### config.mk
export PLATFORM = sky130hd
export DESIGN_NAME = mc_ctrl
export DESIGN_NICKNAME = d
export VERILOG_FILES = /design/src/rtl/mc_ctrl_pkg.sv /design/src/rtl/mc_decode.sv /design/src/rtl/mc_ctrl.sv
export SDC_FILE = /design/constraint.sdc
export NUM_CORES = 1
export LEC_CHECK = 0
export ABC_AREA = 1
export CAP_MARGIN = 10
export CORE_MARGIN = 2
export CORE_UTILIZATION = 40
export DETAILED_ROUTE_END_ITERATION = 6
export PLACE_DENSITY_LB_ADDON = 0.15
export SYNTH_ARGS = -nofsm -noshare
export SYNTH_HDL_FRONTEND = slang
export SYNTH_SLANG_ARGS = --single-unit
### constraint.sdc
create_clock -name clk -period 2.3 [get_ports clk]
set_input_delay 0.23 -clock clk [delete_from_list [all_inputs] [get_ports clk]]
set_output_delay 0.23 -clock clk [all_outputs]
set_load 0.02 [all_outputs]
### src/rtl/mc_ctrl_pkg.sv
// Shared encodings for the multi-cycle MIPS main controller.
// Holds the opcode/funct codes, the datapath select codes, the state
// encoding and the one-hot instruction class produced by mc_decode.
package mc_ctrl_pkg;

   // opcode field IR[31:26]
   localparam logic [5:0] OP_RTYPE = 6'h00;
   localparam logic [5:0] OP_JAL   = 6'h03;
   localparam logic [5:0] OP_BEQ   = 6'h04;
   localparam logic [5:0] OP_ORI   = 6'h0D;
   localparam logic [5:0] OP_LUI   = 6'h0F;
   localparam logic [5:0] OP_LW    = 6'h23;
   localparam logic [5:0] OP_SW    = 6'h2B;

   // funct field IR[5:0] for R-type
   localparam logic [5:0] FN_SLL  = 6'h00;
   localparam logic [5:0] FN_JR   = 6'h08;
   localparam logic [5:0] FN_ADDU = 6'h21;
   localparam logic [5:0] FN_SUBU = 6'h23;

   // immediate extender
   localparam logic [1:0] EXT_ZERO = 2'b00;
   localparam logic [1:0] EXT_SIGN = 2'b01;
   localparam logic [1:0] EXT_LUI  = 2'b10;

   // ALU operation
   localparam logic [2:0] ALU_ADD = 3'b000;
   localparam logic [2:0] ALU_SUB = 3'b001;
   localparam logic [2:0] ALU_OR  = 3'b010;

   // next-PC source
   localparam logic [1:0] NPC_PC4 = 2'b00;
   localparam logic [1:0] NPC_BR  = 2'b01;
   localparam logic [1:0] NPC_J   = 2'b10;
   localparam logic [1:0] NPC_JR  = 2'b11;

   // register-file destination select
   localparam logic [1:0] RD_RT  = 2'b00;
   localparam logic [1:0] RD_RD  = 2'b01;
   localparam logic [1:0] RD_R31 = 2'b10;

   // register-file write-data select
   localparam logic [1:0] WD_ALU = 2'b00;
   localparam logic [1:0] WD_DM  = 2'b01;
   localparam logic [1:0] WD_PC  = 2'b10;

   typedef enum logic [2:0] {
      S_FETCH  = 3'd0,
      S_DECODE = 3'd1,
      S_EXE    = 3'd2,
      S_MEM    = 3'd3,
      S_WB     = 3'd4
   } state_t;

   // exactly one bit set for any opcode/funct pair
   typedef struct packed {
      logic rtype_add;
      logic rtype_sub;
      logic jr;
      logic nop;
      logic ori;
      logic lui;
      logic lw;
      logic sw;
      logic beq;
      logic jal;
      logic illegal;
   } cls_t;

endpackage

### src/rtl/mc_decode.sv
// Combinational instruction classifier.
// Ports:
//   opcode  in  6  IR[31:26]
//   funct   in  6  IR[5:0]
//   cls     out    one-hot instruction class (cls_t)
module mc_decode
   import mc_ctrl_pkg::*;
(
   input  logic [5:0] opcode,
   input  logic [5:0] funct,
   output cls_t       cls
);

   always_comb begin
      cls = '0;
      case (opcode)
         OP_RTYPE: begin
            case (funct)
               FN_ADDU: cls.rtype_add = 1'b1;
               FN_SUBU: cls.rtype_sub = 1'b1;
               FN_JR:   cls.jr        = 1'b1;
               // only sll is decoded from funct 0; the all-zero word acts as nop
               FN_SLL:  cls.nop       = 1'b1;
               default: cls.illegal   = 1'b1;
            endcase
         end
         OP_ORI:  cls.ori     = 1'b1;
         OP_LUI:  cls.lui     = 1'b1;
         OP_LW:   cls.lw      = 1'b1;
         OP_SW:   cls.sw      = 1'b1;
         OP_BEQ:  cls.beq     = 1'b1;
         OP_JAL:  cls.jal     = 1'b1;
         default: cls.illegal = 1'b1;
      endcase
   end

endmodule

### src/rtl/mc_ctrl.sv
// Multi-cycle main controller for the MIPS datapath.
// Sequences each instruction through FETCH/DECODE/EXE/MEM/WB and drives
// every datapath select and write enable combinationally from the state,
// the decoded instruction class, zero and dm_ready.
// Ports:
//   clk, reset              clock (rising edge), async active-low reset
//   opcode, funct           instruction fields from the IR output
//   zero                    ALU equal flag, sampled in EXE for beq
//   dm_ready                data memory access complete (MEM state)
//   IRWr, PCWr, NPCOp       IR / PC load control
//   RFWr, RegDst, WDSel     register file write control
//   DMWr                    data memory write enable
//   EXTOp, ALUOp, ALUSrcB   extender / ALU control
//   instr_done              last cycle of every instruction
//   illegal                 unsupported instruction seen in DECODE
module mc_ctrl
   import mc_ctrl_pkg::*;
#(
   parameter int DM_HANDSHAKE = 1
) (
   input  logic       clk,
   input  logic       reset,
   input  logic [5:0] opcode,
   input  logic [5:0] funct,
   input  logic       zero,
   input  logic       dm_ready,
   output logic       IRWr,
   output logic       PCWr,
   output logic [1:0] NPCOp,
   output logic       RFWr,
   output logic       DMWr,
   output logic [1:0] EXTOp,
   output logic [2:0] ALUOp,
   output logic       ALUSrcB,
   output logic [1:0] RegDst,
   output logic [1:0] WDSel,
   output logic       instr_done,
   output logic       illegal
);

   state_t state_q, state_d;
   cls_t   cls;
   logic   rdy;

   mc_decode u_decode (
      .opcode (opcode),
      .funct  (funct),
      .cls    (cls)
   );

   // without the handshake every memory access completes in one MEM cycle
   assign rdy = (DM_HANDSHAKE != 0) ? dm_ready : 1'b1;

   always_ff @(posedge clk or negedge reset) begin
      if (!reset) state_q <= S_FETCH;
      else        state_q <= state_d;
   end

   always_comb begin
      state_d    = S_FETCH;
      IRWr       = 1'b0;
      PCWr       = 1'b0;
      NPCOp      = NPC_PC4;
      RFWr       = 1'b0;
      DMWr       = 1'b0;
      EXTOp      = EXT_ZERO;
      ALUOp      = ALU_ADD;
      ALUSrcB    = 1'b0;
      RegDst     = RD_RT;
      WDSel      = WD_ALU;
      instr_done = 1'b0;
      illegal    = 1'b0;

      case (state_q)
         S_FETCH: begin
            IRWr    = 1'b1;
            PCWr    = 1'b1;
            NPCOp   = NPC_PC4;
            state_d = S_DECODE;
         end

         S_DECODE: begin
            if (cls.jr) begin
               PCWr       = 1'b1;
               NPCOp      = NPC_JR;
               instr_done = 1'b1;
            end else if (cls.nop) begin
               instr_done = 1'b1;
            end else if (cls.illegal) begin
               illegal    = 1'b1;
               instr_done = 1'b1;
            end else if (cls.jal) begin
               // the PC register already holds PC+4, so jal needs no ALU work
               state_d = S_WB;
            end else begin
               state_d = S_EXE;
            end
         end

         S_EXE: begin
            state_d = S_WB;
            if (cls.rtype_add) begin
               ALUOp = ALU_ADD;
            end else if (cls.rtype_sub) begin
               ALUOp = ALU_SUB;
            end else if (cls.ori) begin
               EXTOp   = EXT_ZERO;
               ALUOp   = ALU_OR;
               ALUSrcB = 1'b1;
            end else if (cls.lui) begin
               EXTOp   = EXT_LUI;
               ALUOp   = ALU_ADD;
               ALUSrcB = 1'b1;
            end else if (cls.lw || cls.sw) begin
               EXTOp   = EXT_SIGN;
               ALUOp   = ALU_ADD;
               ALUSrcB = 1'b1;
               state_d = S_MEM;
            end else if (cls.beq) begin
               EXTOp      = EXT_SIGN;
               ALUOp      = ALU_SUB;
               instr_done = 1'b1;
               state_d    = S_FETCH;
               if (zero) begin
                  PCWr  = 1'b1;
                  NPCOp = NPC_BR;
               end
            end else begin
               state_d = S_FETCH;
            end
         end

         S_MEM: begin
            if (cls.sw) begin
               // hold the write strobe until memory acknowledges it
               DMWr = 1'b1;
               if (rdy) instr_done = 1'b1;
               else     state_d    = S_MEM;
            end else if (cls.lw) begin
               state_d = rdy ? S_WB : S_MEM;
            end else begin
               state_d = S_FETCH;
            end
         end

         S_WB: begin
            RFWr       = 1'b1;
            instr_done = 1'b1;
            if (cls.rtype_add || cls.rtype_sub) begin
               RegDst = RD_RD;
               WDSel  = WD_ALU;
            end else if (cls.lw) begin
               RegDst = RD_RT;
               WDSel  = WD_DM;
            end else if (cls.jal) begin
               RegDst = RD_R31;
               WDSel  = WD_PC;
               PCWr   = 1'b1;
               NPCOp  = NPC_J;
            end else begin
               RegDst = RD_RT;
               WDSel  = WD_ALU;
            end
         end

         default: state_d = S_FETCH;
      endcase

      // reset silences the datapath immediately, even mid-instruction
      if (!reset) begin
         IRWr       = 1'b0;
         PCWr       = 1'b0;
         NPCOp      = NPC_PC4;
         RFWr       = 1'b0;
         DMWr       = 1'b0;
         EXTOp      = EXT_ZERO;
         ALUOp      = ALU_ADD;
         ALUSrcB    = 1'b0;
         RegDst     = RD_RT;
         WDSel      = WD_ALU;
         instr_done = 1'b0;
         illegal    = 1'b0;
      end
   end

endmodule
==> results.md <==
- Initial Util: 0.443
- Port Buffer Count: 32
- Setup CP Type: input port to output pin
- CP Launch Type: input port
- Cells on worst reg2reg path: 4
- Synth area leaders: dfrtp_1 13%, nor2_1 13%, nand2_1 10%
- Sequential share of power: 0.201
- IO Count: 34
- Height of the die: 42.4 um
- TritonCTS Buffers: 3
- Row count: 13
- Mapped Area: 591 sq um
- Htree depth: 1
- Vias: 767
- Antenna violation net count after detailed routing: 0
- Final Critical Period: 2.18 ns
- Cell count after synthesis: 100
- Crit-path max FO: 4
- Part of the cycle the worst path needs: 0.946
- Nets@finish: 159
- Syn Nets: 116
- Clock Latency Late Sink: 0.23 ns
- Max-slew violation count: 0
- Reg with most FFs: state_q
- Placed cell count: 153
- DR pass1 iterations: 4
- Max cap viols: 0
- Switching part of the total: 0.442
- Yosys reg bits: 3
- Die width: 42.4 um
- Seq/Total Area, Yosys: 0.127
- Final Setup Violations: 0
- CP max-delay cell: clkdlybuf4s50_1
- Core footprint: 1330 sq um
- Reg-to-reg critical path startpoint: state_q[2]
- LEAKAGE: 0.000581 uW
- Critical Path AT: 1.95 ns
- Pint: 224 uW
- Worst path most repeated cell: clkdlybuf4s50_1
- Fin Clk Skew: 0.00621 ns
- CP Cell Sequence: clkdlybuf4s50_1, nor2_2, nand3_2, buf_4, nor2_1, clkdlybuf4s50_1
- Hold Path Class: input port to asynchronous set/reset pin
- DR iter-0 viols: 7
- Antenna diode count: 0
- Vias in the first global route: 733
- Final Hold Violating Endpoints: 0
- Worst vdd ir: 0.514 mV
- RSZ-0062 raised after global routing: false
- Top cell type's share of synthesized area: 0.127
- Reg2reg setup slack: 1.07 ns
- Vias per std cell: 4.89
- Worst-path clk slew: 0.04 ns
- Deepest clock path buffer count: 2
- Synth Area per Inst: 5.91 sq um
- Peak Freq: 459 MHz
- Initial antenna violation count: 0
- Final GP Congestion: 0.814
- GRT Total Usage: 0.198
- Unique masters post-synth: 26
- Final setup TNS: 0 ns
- PwrDens: 393 nW/um^2
- Final wirelength: 1640 um
- Total grt overflow: 0
- Fin cells: 157
- Setup crit end kind: output pin
- Layout cells sized above 1: 0.239
- RR Endpoint: state_q[2]
- Dpl hpwl: 1440 um
- Net Sw Power: 178 uW
- Crit path required time: 2.07 ns
- Syn-to-layout area delta: 73.1%
- Max reg flops: 3
- Routed WL per cell: 10.4 um
- TritonCTS clock tree: built
- Drt drc: 0
- Syn. warnings: 0
- Largest net degree at the start of global routing: 7
- Power share of the clock group: 0.225
- Area leader, netlist: dfrtp_1
- Root Driver: clkbuf_4
- Global-route wire length before repair: 2880 um
- Status: finished, final reports clean
- Die Footprint: 1800 sq um
- Worst stage delay on the critical path: 0.63 ns
- Clock Sink Count: 3
- Top Registers: state_q: 3 flops
- Comb power frac: 0.575
cells in the mapped netlist:
master,instances
nor2_1,20
nand2_1,16
inv_1,15
inv_2,6
a21oi_1,5
nand3_1,5
nor2_2,4
dfrtp_1,3
nand3_2,3
a21oi_2,2
buf_4,2
nor2_4,2
nor3_1,2
nor3_2,2
o21ai_1,2
a211oi_2,1
a41oi_1,1
conb_1,1
nand2_2,1
nand3b_4,1
nand4_1,1
nor3_4,1
o21ai_0,1
o221ai_1,1
o31ai_1,1
or2_1,1
layout make-up:
type | instances | area (sq um)
multi-input combinational | 74 | 433
timing repair buffer | 40 | 390
fill | 118 | 312
inverter | 21 | 78.8
sequential | 3 | 75.1
clock buffer | 4 | 26.3
tap | 15 | 18.8
worst max-delay path by stage:
stage	startpoint	end	slack, ns	cells after the start
after floorplan	state_q[0]	WDSel[1]	0.49	6
after global placement	opcode[1]	instr_done	-0.03	9
after detailed placement	opcode[3]	PCWr	-0.08	7
after CTS	state_q[2]	EXTOp[1]	0.04	8
after global routing	opcode[3]	RegDst[1]	0.004	6
final	opcode[3]	WDSel[1]	0.12	6
power by group through the flow:
| stage | combinational, uW | clock, uW | sequential (uW) |
|---|---|---|---|
| 2_1_floorplan | 145 | 0 | 76.0 |
| 3_3_place_gp | 235 | 0 | 77.1 |
| 3_5_place_dp | 242 | 0 | 77.7 |
| 4_1_cts | 231 | 91.7 | 77.1 |
| 5_1_grt | 252 | 101 | 82.4 |
| 6_report | 231 | 90.3 | 80.8 |
timing repair:
item                                    CTS  global route
setup buffers                             0             0
resized for setup                         6             9
cloned                                    0             0
endpoints found under the setup margin    6             7
hold buffers                              0             0
hold endpoints to repair                  0             0
layout by cell type, fill, tap and decap left out, types with 2 or more instances in the layout:
master,count
nand3_2,3
inv_1,15
nand2_1,16
a21oi_1,5
inv_2,6
a21oi_2,2
o21ai_1,2
nand3_1,5
nor3_4,2
dfrtp_1,3
buf_4,8
dlymetal6s2s_1,7
nor2_1,20
dlygate4sd2_1,6
clkdlybuf4s50_1,19
nor2_4,3
nor2_2,3
nor3_1,2
clkbuf_4,3
through the flow:
step                cell area [sq um]  power [uW]   util  hold slack [ns]  setup WS (ns)
floorplan                         591         221      -          -0.0656          0.494
global placement                  975         313  0.731            0.524        -0.0324
detailed placement                975         320  0.731            0.531        -0.0832
CTS                               993         400  0.745            0.295         0.0417
global route                     1020         436  0.766            0.307        0.00418
finish                           1020         402  0.766            0.301          0.123
layer usage:
metal / share of wire / track usage / wire (um) / up-vias
met5: 0 / 0 / 0 / -
met4: 0 / 0.0188 / 0 / 0
met3: 0.069 / 0.0345 / 113 / 0
met2: 0.51 / 0.372 / 836 / 25
met1: 0.42 / 0.238 / 684 / 342
li1: - / - / - / 400
cell families after synthesis:
logic type / count (synthesis) / share of synthesized area
buf+inv: 23 / 0.159
simple gates: 59 / 0.547
compound gates: 14 / 0.161
flops: 3 / 0.127
other cells: 1 / 0.00635
critical path: cells and delay by family:
kind | cells | cell delay, ns
simple gates | 3 | 0.45
buf+inv | 3 | 1.27
Power figures use the tool's default switching activity.
